<file path="src/rtl/bsc_axiu_hwcounter_pkg.sv">
// Shared register map, response codes and bus FSM state types for the
// multi-channel hardware counter AXI-Lite peripheral.
package bsc_axiu_hwcounter_pkg;

    localparam int unsigned CHAN_STRIDE = 8;
    localparam int unsigned HI_OFFSET   = 4;

    localparam int unsigned ADDR_CTRL   = 'h40;
    localparam int unsigned ADDR_CLEAR  = 'h44;
    localparam int unsigned ADDR_MODE   = 'h48;

    localparam logic [1:0] RESP_OKAY = 2'b00;

    typedef enum logic [1:0] {
        RD_IDLE,
        RD_ADDR,
        RD_DATA
    } rd_state_t;

    typedef enum logic [1:0] {
        WR_IDLE,
        WR_ADDR,
        WR_RESP
    } wr_state_t;

endpackage

</file>
<file path="src/rtl/bsc_axiu_hwcounter_chan.sv">
// One counter channel: free-running or event-gated increment, synchronous
// clear, and a snapshot of the upper word taken whenever the low word is read.
module bsc_axiu_hwcounter_chan
    import bsc_axiu_hwcounter_pkg::*;
#(
    parameter int COUNTER_WIDTH = 64
) (
    input  logic        s_axi_aclk,
    input  logic        s_axi_areset,
    input  logic        enable,
    input  logic        mode,
    input  logic        event_in,
    input  logic        clear,
    input  logic        snap,
    output logic [31:0] count_lo,
    output logic [31:0] snapshot
);

    logic [COUNTER_WIDTH-1:0] count;

    // Clear has priority so a clear landing on an active cycle still yields zero.
    always_ff @(posedge s_axi_aclk or posedge s_axi_areset) begin
        if (s_axi_areset) begin
            count <= '0;
        end else if (clear) begin
            count <= '0;
        end else if (enable && (!mode || event_in)) begin
            count <= count + COUNTER_WIDTH'(1);
        end
    end

    always_ff @(posedge s_axi_aclk or posedge s_axi_areset) begin
        if (s_axi_areset) begin
            snapshot <= '0;
        end else if (snap) begin
            snapshot <= 32'(count >> 32);
        end
    end

    assign count_lo = count[31:0];

endmodule

</file>
<file path="src/rtl/bsc_axiu_hwcounter_multi.sv">
// AXI-Lite slave exposing NUM_COUNTERS wide event/cycle counters with
// enable, mode and clear controls and a coherent LO/HI read scheme.
module bsc_axiu_hwcounter_multi
    import bsc_axiu_hwcounter_pkg::*;
#(
    parameter int C_S_AXI_DATA_WIDTH = 32,
    parameter int C_S_AXI_ADDR_WIDTH = 7,
    parameter int NUM_COUNTERS       = 4,
    parameter int COUNTER_WIDTH      = 64
) (
    input  logic                            s_axi_aclk,
    input  logic                            s_axi_areset,

    input  logic [C_S_AXI_ADDR_WIDTH-1:0]   s_axi_awaddr,
    input  logic                            s_axi_awvalid,
    output logic                            s_axi_awready,
    input  logic [C_S_AXI_DATA_WIDTH-1:0]   s_axi_wdata,
    input  logic [C_S_AXI_DATA_WIDTH/8-1:0] s_axi_wstrb,
    input  logic                            s_axi_wvalid,
    output logic                            s_axi_wready,
    output logic [1:0]                      s_axi_bresp,
    output logic                            s_axi_bvalid,
    input  logic                            s_axi_bready,

    input  logic [C_S_AXI_ADDR_WIDTH-1:0]   s_axi_araddr,
    input  logic                            s_axi_arvalid,
    output logic                            s_axi_arready,
    output logic [C_S_AXI_DATA_WIDTH-1:0]   s_axi_rdata,
    output logic [1:0]                      s_axi_rresp,
    output logic                            s_axi_rvalid,
    input  logic                            s_axi_rready,

    input  logic [NUM_COUNTERS-1:0]         event_in
);

    localparam int AW = C_S_AXI_ADDR_WIDTH;
    localparam int DW = C_S_AXI_DATA_WIDTH;

    logic [AW-1:0]           rd_addr;
    logic [AW-1:0]           wr_addr;
    logic [NUM_COUNTERS-1:0] ctrl_reg;
    logic [NUM_COUNTERS-1:0] mode_reg;
    logic [NUM_COUNTERS-1:0] clear_pulse;
    logic [NUM_COUNTERS-1:0] snap_sel;
    logic [31:0]             chan_lo [NUM_COUNTERS];
    logic [31:0]             chan_hi [NUM_COUNTERS];
    logic [DW-1:0]           rd_data_next;
    logic                    ar_hs;
    logic                    wr_hs;
    logic                    unused_inputs;
    rd_state_t               rd_state;
    wr_state_t               wr_state;

    assign rd_addr = {s_axi_araddr[AW-1:2], 2'b00};
    assign wr_addr = {s_axi_awaddr[AW-1:2], 2'b00};

    assign ar_hs = (rd_state == RD_ADDR) && s_axi_arvalid;
    assign wr_hs = (wr_state == WR_ADDR) && s_axi_awvalid && s_axi_wvalid;

    assign s_axi_rresp = RESP_OKAY;
    assign s_axi_bresp = RESP_OKAY;

    assign unused_inputs = ^{s_axi_wstrb, s_axi_wdata, s_axi_awaddr[1:0], s_axi_araddr[1:0]};

    // Anything not matched below (CLEAR, holes, absent channels) reads as zero.
    always_comb begin
        rd_data_next = '0;
        snap_sel     = '0;
        if (rd_addr == AW'(ADDR_CTRL)) begin
            rd_data_next = DW'(ctrl_reg);
        end
        if (rd_addr == AW'(ADDR_MODE)) begin
            rd_data_next = DW'(mode_reg);
        end
        for (int i = 0; i < NUM_COUNTERS; i++) begin
            if (rd_addr == AW'(CHAN_STRIDE * i)) begin
                rd_data_next = DW'(chan_lo[i]);
                snap_sel[i]  = ar_hs;
            end
            if (rd_addr == AW'(CHAN_STRIDE * i + HI_OFFSET)) begin
                rd_data_next = DW'(chan_hi[i]);
            end
        end
    end

    always_comb begin
        clear_pulse = '0;
        if (wr_hs && (wr_addr == AW'(ADDR_CLEAR))) begin
            clear_pulse = s_axi_wdata[NUM_COUNTERS-1:0];
        end
    end

    always_ff @(posedge s_axi_aclk or posedge s_axi_areset) begin
        if (s_axi_areset) begin
            ctrl_reg <= '1;
            mode_reg <= '0;
        end else if (wr_hs) begin
            if (wr_addr == AW'(ADDR_CTRL)) begin
                ctrl_reg <= s_axi_wdata[NUM_COUNTERS-1:0];
            end
            if (wr_addr == AW'(ADDR_MODE)) begin
                mode_reg <= s_axi_wdata[NUM_COUNTERS-1:0];
            end
        end
    end

    // ARREADY is a one-cycle pulse issued only while no read response is pending.
    always_ff @(posedge s_axi_aclk or posedge s_axi_areset) begin
        if (s_axi_areset) begin
            rd_state      <= RD_IDLE;
            s_axi_arready <= 1'b0;
            s_axi_rvalid  <= 1'b0;
            s_axi_rdata   <= '0;
        end else begin
            case (rd_state)
                RD_IDLE: begin
                    if (s_axi_arvalid) begin
                        s_axi_arready <= 1'b1;
                        rd_state      <= RD_ADDR;
                    end
                end
                RD_ADDR: begin
                    s_axi_arready <= 1'b0;
                    if (s_axi_arvalid) begin
                        s_axi_rdata  <= rd_data_next;
                        s_axi_rvalid <= 1'b1;
                        rd_state     <= RD_DATA;
                    end else begin
                        rd_state <= RD_IDLE;
                    end
                end
                RD_DATA: begin
                    if (s_axi_rready) begin
                        s_axi_rvalid <= 1'b0;
                        rd_state     <= RD_IDLE;
                    end
                end
                default: begin
                    s_axi_arready <= 1'b0;
                    s_axi_rvalid  <= 1'b0;
                    rd_state      <= RD_IDLE;
                end
            endcase
        end
    end

    always_ff @(posedge s_axi_aclk or posedge s_axi_areset) begin
        if (s_axi_areset) begin
            wr_state      <= WR_IDLE;
            s_axi_awready <= 1'b0;
            s_axi_wready  <= 1'b0;
            s_axi_bvalid  <= 1'b0;
        end else begin
            case (wr_state)
                WR_IDLE: begin
                    if (s_axi_awvalid && s_axi_wvalid) begin
                        s_axi_awready <= 1'b1;
                        s_axi_wready  <= 1'b1;
                        wr_state      <= WR_ADDR;
                    end
                end
                WR_ADDR: begin
                    s_axi_awready <= 1'b0;
                    s_axi_wready  <= 1'b0;
                    if (s_axi_awvalid && s_axi_wvalid) begin
                        s_axi_bvalid <= 1'b1;
                        wr_state     <= WR_RESP;
                    end else begin
                        wr_state <= WR_IDLE;
                    end
                end
                WR_RESP: begin
                    if (s_axi_bready) begin
                        s_axi_bvalid <= 1'b0;
                        wr_state     <= WR_IDLE;
                    end
                end
                default: begin
                    s_axi_awready <= 1'b0;
                    s_axi_wready  <= 1'b0;
                    s_axi_bvalid  <= 1'b0;
                    wr_state      <= WR_IDLE;
                end
            endcase
        end
    end

    for (genvar i = 0; i < NUM_COUNTERS; i++) begin : gen_chan
        bsc_axiu_hwcounter_chan #(
            .COUNTER_WIDTH (COUNTER_WIDTH)
        ) u_chan (
            .s_axi_aclk   (s_axi_aclk),
            .s_axi_areset (s_axi_areset),
            .enable       (ctrl_reg[i]),
            .mode         (mode_reg[i]),
            .event_in     (event_in[i]),
            .clear        (clear_pulse[i]),
            .snap         (snap_sel[i]),
            .count_lo     (chan_lo[i]),
            .snapshot     (chan_hi[i])
        );
    end

endmodule

</file>
<file path="config.mk">
export PLATFORM = sky130hd
export DESIGN_NAME = bsc_axiu_hwcounter_multi
export DESIGN_NICKNAME = d
export VERILOG_FILES = /design/src/rtl/bsc_axiu_hwcounter_pkg.sv /design/src/rtl/bsc_axiu_hwcounter_chan.sv /design/src/rtl/bsc_axiu_hwcounter_multi.sv
export SDC_FILE = /design/constraint.sdc
export NUM_CORES = 1
export LEC_CHECK = 0
export ABC_CLOCK_PERIOD_IN_PS = 41500
export CELL_PAD_IN_SITES_DETAIL_PLACEMENT = 0
export CELL_PAD_IN_SITES_GLOBAL_PLACEMENT = 1
export CORE_ASPECT_RATIO = 0.9
export CORE_MARGIN = 10
export CORE_UTILIZATION = 52
export CTS_CLUSTER_SIZE = 30
export DETAILED_ROUTE_END_ITERATION = 8
export HOLD_SLACK_MARGIN = 0.05
export PLACE_DENSITY = 0.94
export SKIP_LAST_GASP = 1
export SYNTH_ARGS = -nofsm -noshare
export SYNTH_HDL_FRONTEND = slang
export SYNTH_SLANG_ARGS = --single-unit
export TNS_END_PERCENT = 10
</file>
<file path="constraint.sdc">
create_clock -name s_axi_aclk -period 41.5 [get_ports s_axi_aclk]
set_input_delay 6.225 -clock s_axi_aclk [delete_from_list [all_inputs] [get_ports s_axi_aclk]]
set_output_delay 6.225 -clock s_axi_aclk [all_outputs]
set_load 0.03 [all_outputs]
</file>
# [Word-level counts from Yosys, hierarchy flattened]
# Index checks and enable logic that the tools add are counted.
# W data, S select, Z words.
[op_classes] n_lt_le_gt_ge=0 n_reduce_logical=33 n_div=0 n_mul=0 addsub=4 mux=39 shifts=0 bitwise=4 eq_ne=22
[ops] operator="$mux W64" count=8
[ops] operator="$mux W32" count=9
[ops] operator="$add A64 B1 Y64 const B" count=4
[ops] operator="$eq A5 B5 Y1 const B" count=5
[ops] operator="$eq A5 B3 Y1 const B" count=4
[ops] operator="$reduce_and A2 Y1" count=7
[ops] operator="$mux W2" count=6
[ops] operator="$pmux W2 S3" count=2
[ops] operator="$eq A5 B2 Y1 const B" count=2
[ops] operator="$ne A2 B2 Y1 const B" count=5
[ops] operator="$logic_and A1 B1 Y1" count=9
[ops] operator="$mux W1" count=8
[ops] operator="$mux W4" count=2
[ops] operator="$reduce_bool A2 Y1" count=4
[ops] operator="$logic_not A7 Y1" count=1
[ops] operator="$pmux W1 S3" count=2
[ops] operator="$reduce_and A3 Y1" count=2
[ops] operator="$eq A5 B1 Y1 const B" count=1
[ops] operator="$eq A2 B1 Y1 const B" count=2
[ops] operator="$eq A2 B2 Y1 const B" count=2
[ops] operator="$logic_not A1 Y1" count=4
[ops] operator="$logic_not A2 Y1" count=2
[ops] operator="$logic_or A1 B1 Y1" count=4
[ops] operator="$not A1 Y1" count=4
[ops] operator="2 further kinds" count=3
[totals] mem_count=0 input_bits=61 mem_bits_rw=0 latchBits=0 reg_bits=432 out_inout_bits=41 mem_bits_ro=0

# [Logic depth before layout (Yosys ltp)]
[depth] word_depth=11 mapped_depth=9 mapped_depth_nobuf=7

# [Modules after synthesis]
# A second synthesis with hierarchy kept.
[hier_totals] hier_cells=2590 hier_area_um2=24419.7
[by_module_without_submodules] mod="bsc_axiu_hwcounter_chan" cells_each=494 seq_area_each_um2=2402.3 area_each_um2=4932.2 n_inst=4
[by_module_without_submodules] mod="bsc_axiu_hwcounter_multi" cells_each=614 seq_area_each_um2=1206.2 area_each_um2=4690.7 n_inst=1

# [Worst setup path before layout]
# No wires, ideal clock.
[synth_timing] kind="input to register" startpoint="in event_in[0]" endpoint="reg gen_chan[0].u_chan.count[57]" arrival_ns=8.351 path_stages=8 required_time_ns=41.422 path_slack_ns=33.071 cell_sequence="nor2b_1 -> or4_1 -> buf_2 -> or4_4 -> or3_1 -> buf_6 -> or3_1 -> a21oi_1"
[synth_via] elab_chain_cells=3
[synth_rtl] item="start: declaration" line_no="bsc_axiu_hwcounter_multi.sv:33" text="input logic [NUM_COUNTERS-1:0] event_in"
[synth_rtl] item="$logic_or A1 B1 Y1" line_no="bsc_axiu_hwcounter_chan.sv:27" text="end else if (enable && (!mode || event_in)) begin"
[synth_rtl] item="$logic_and A1 B1 Y1" line_no="bsc_axiu_hwcounter_chan.sv:27"
[synth_rtl] item="$reduce_bool A2 Y1 (no source line)"
[synth_rtl] item="end signal: assignment" line_no="bsc_axiu_hwcounter_chan.sv:28" text="count <= count + COUNTER_WIDTH'(1);"
[synth_rtl] item="end: declaration" line_no="bsc_axiu_hwcounter_chan.sv:19" text="logic [COUNTER_WIDTH-1:0] count;"
# Every way passes these cells.
# A chain may end at the register's enable or synchronous reset.

# [Worst setup path in the final report]
[layout_timing] startpoint="in s_axi_arvalid" endpoint="reg s_axi_rdata[28]"
[layout_via] elab_chain_cells=1
[layout_rtl] item="start: declaration" line_no="bsc_axiu_hwcounter_multi.sv:26" text="input logic s_axi_arvalid,"
[layout_rtl] item="$reduce_and A2 Y1 (no source line)"
[layout_rtl] item="end signal: assignment" line_no="bsc_axiu_hwcounter_multi.sv:125" text="s_axi_rdata <= rd_data_next;"
[layout_rtl] item="end: declaration" line_no="bsc_axiu_hwcounter_multi.sv:28" text="output logic [C_S_AXI_DATA_WIDTH-1:0] s_axi_rdata,"
# Every way passes these cells.

==> impl_metrics.tcl <==
set metrics [dict create \
    avgViaCountPerCell 6.08 \
    critical_path_class "input port to flop" \
    cts_setup_buffers 0 \
    largest_reg_flops 256 \
    timing.rr.start "rd_state[1]$_DFFE_PP0P_" \
    hold_end "gen_chan[1].u_chan.snapshot[8]$_DFFE_PP0P_" \
    path_clk_slew_ps 60 \
    netlist_area_mm2 0.0214 \
    dp_hpwl_mm 42.5 \
    numCtsBuffers 47 \
    reg2reg_slack_ps 38290 \
    synth-edff-count 0 \
    max_slew.worst_pin.slew_ps 1290 \
    path_cells "clkdlybuf4s50_1 -> nor2b_1 -> and2_0 -> nand2_1 -> nor3_1 -> a21oi_1 -> o21ai_0" \
    cap_violations 0 \
    cts_htree_levels 2 \
    syn_area_per_cell_um2 9.85 \
    syn_inst 2176 \
    antenna_found_initial 0 \
    syn2layout_area_growth_pct 12.4 \
    drv_slew 0 \
    rsz0062_at_grt "false" \
    synth_cell_type_count 57 \
    gr-usage-all-layers_pct 24.3 \
    die_area_mm2 0.0497 \
    fp.coreArea_mm2 0.0406 \
    ys_warn_count 0 \
    first_pass_iters 6 \
    crit_fanout 14 \
    hold_buffers 0 \
    grt_max_degree 200 \
    crit_path_start_kind "input port" \
    portBuffers 61 \
    start_util_pct 52.7 \
    finalSetupViolCount 0 \
    status "finished clean" \
    wl_per_cell_um 21.8 \
    drive_above_1_share_pct 11.8 \
    setup_ws_ps 32510 \
    ctsResizeCount 0 \
    multi_input_area_mm2 0.0101 \
    max_freq_mhz 111 \
    crit_slowest_cell "and2_0" \
    final_nets 2265 \
    detail_route.iter0.violations 1901 \
    fin_hold_ws_ps 482 \
    gp_congestion 1.03 \
    grt_pass1_wl_mm 94.3 \
    regToRegEndpoint "s_axi_rdata[28]$_DFFE_PP0P_" \
    dpl_worst_slack_ps 32000 \
    peakVddDrop_mv 0.0304 \
    cts_tree "yes" \
    grt_pass1_vias 16000 \
    drt_wl_total_mm 60.4 \
    power_mw 1.02 \
    arrival_ps 9460 \
    rows 70 \
    ys_seq_elements 432 \
    clockBufferDepth 3 \
    required_ps 41970 \
    regMostFlops "gen_chan.u_chan.count" \
    r2r_cells 6 \
    n_fill_cell 3395 \
    cp_num_buf_inv 1 \
    clockRootBuffer "clkbuf_16" \
    p_leak_nw 10.5 \
    finalCritPeriodShare_pct 21.7 \
    antenna_cells 0 \
    clock_latency_ps 560 \
    postRouteAntennaNets 0 \
    layout_common_cells "428 x dfrtp_1, 345 x nor2_1, 175 x nand2_1, 144 x xnor2_1, 130 x mux2_2" \
    min_from "gen_chan[1].u_chan.snapshot[8]$_DFFE_PP0P_" \
    hold_violations 0 \
    die_h_um 213 \
    hold_depth 2 \
    cts_num_sinks 432 \
    vias 16900 \
    final-seq-area_mm2 0.0108 \
    hp-class "flop to flop" \
    tns_ps 0 \
    fin_crit_ps 8990 \
    skew_ps 11.6 \
    relSlewSlack_pct 13.0 \
    remaining_drc_errors 0 \
    cp_top_family "simple AND/OR/NAND/NOR gates" \
    final_common_cell "dfrtp_1" \
    async_reset_ff_share_pct 100 \
    io-pin-count 102 \
    slowest_delay_ps 850 \
    top_regs "gen_chan.u_chan.count: 256 flops, gen_chan.u_chan.snapshot: 128 flops, s_axi_rdata: 32 flops" \
    power_density_mw_per_mm2 42.5 \
    crit_path_end_kind "flop" \
    grt_overflow 0 \
    ys.flop_type "dfrtp_1" \
    synth.yosys.seq_area_share_pct 50.5 \
    fp.dieW_um 234 \
]
[per-layer routing]
metal  vias to the layer above  part of all wire [%]  wire length, µm  GRT usage [%]
li1                       7620                     -                -              -
met1                      8445                    44            26500           35.0
met2                       699                    43            25800           34.7
met3                       109                   9.7             5850           6.06
met4                         0                   3.6             2200           9.00
met5                         -                     0                0              0
[cells by family after synthesis]
family | synth area share, %
AO/OA/AOI/OAI | 5.74
XOR/XNOR | 9.81
adder cells (fa/ha/maj) | 0.234
buffers and inverters | 2.69
flip-flops | 50.5
multiplexers | 9.67
other | 0.0175
AND/OR/NAND/NOR | 21.4
[stage by stage]
step                      area [µm²]  utilization, %  cells
after floorplan                21400               -   2179
after global placement         22500            55.3   2691
after detailed placement       22500            55.3   2691
after CTS                      24100            59.3   2775
after global routing           24100            59.3   2775
final                          24100            59.3   2775
[worst max path at each step]
stage,start,to,cells after the start,slack (ps)
after floorplan,s_axi_areset,gen_chan[0].u_chan.count[0]$_DFFE_PP0P_,1,23250
after global placement,s_axi_arvalid,s_axi_rdata[7]$_DFFE_PP0P_,7,32070
after detailed placement,s_axi_arvalid,s_axi_rdata[7]$_DFFE_PP0P_,7,32000
final,s_axi_arvalid,s_axi_rdata[28]$_DFFE_PP0P_,7,32510
after global routing,s_axi_arvalid,s_axi_rdata[28]$_DFFE_PP0P_,7,32370
after CTS,s_axi_arvalid,s_axi_rdata[6]$_DFFE_PP0P_,7,32600
[power by group]
part           switching (mW)  internal [mW]
sequential             0.0309          0.446
clock                   0.172          0.261
combinational          0.0695         0.0449
total                   0.272          0.752
[Yosys cell counts, drive strengths merged (37+ instances only)]
master	n	area (µm²)
dfrtp	428	10700
nor2	345	1290
nand2	176	661
xnor2	144	1260
mux2	130	1460
nor3	108	541
xor2	96	841
nand3	91	455
o21ai	86	430
clkbuf	77	289
nand4	67	432
mux2i	45	450
nor4	41	257
a21oi	39	195
inv	37	139
[area by class of cell]
cell class                 instances  share of cell area (%)
timing repair buffer              81                    3.18
multi-input combinational       1601                    41.8
clock buffer                      67                    5.87
tap                              540                    2.81
clock inverter                    17                   0.810
sequential                       432                    44.9
inverter                          37                   0.608
[worst register-to-register path: cells and delay by family, from the launching register on]
| kind | cells | cell delay [ps] |
|---|---|---|
| AND/OR/NAND/NOR | 4 | 2550 |
| AO/OA/AOI/OAI | 2 | 160 |
| flip-flops | 1 | 390 |
Note: power is estimated with default switching activity, not from simulation.
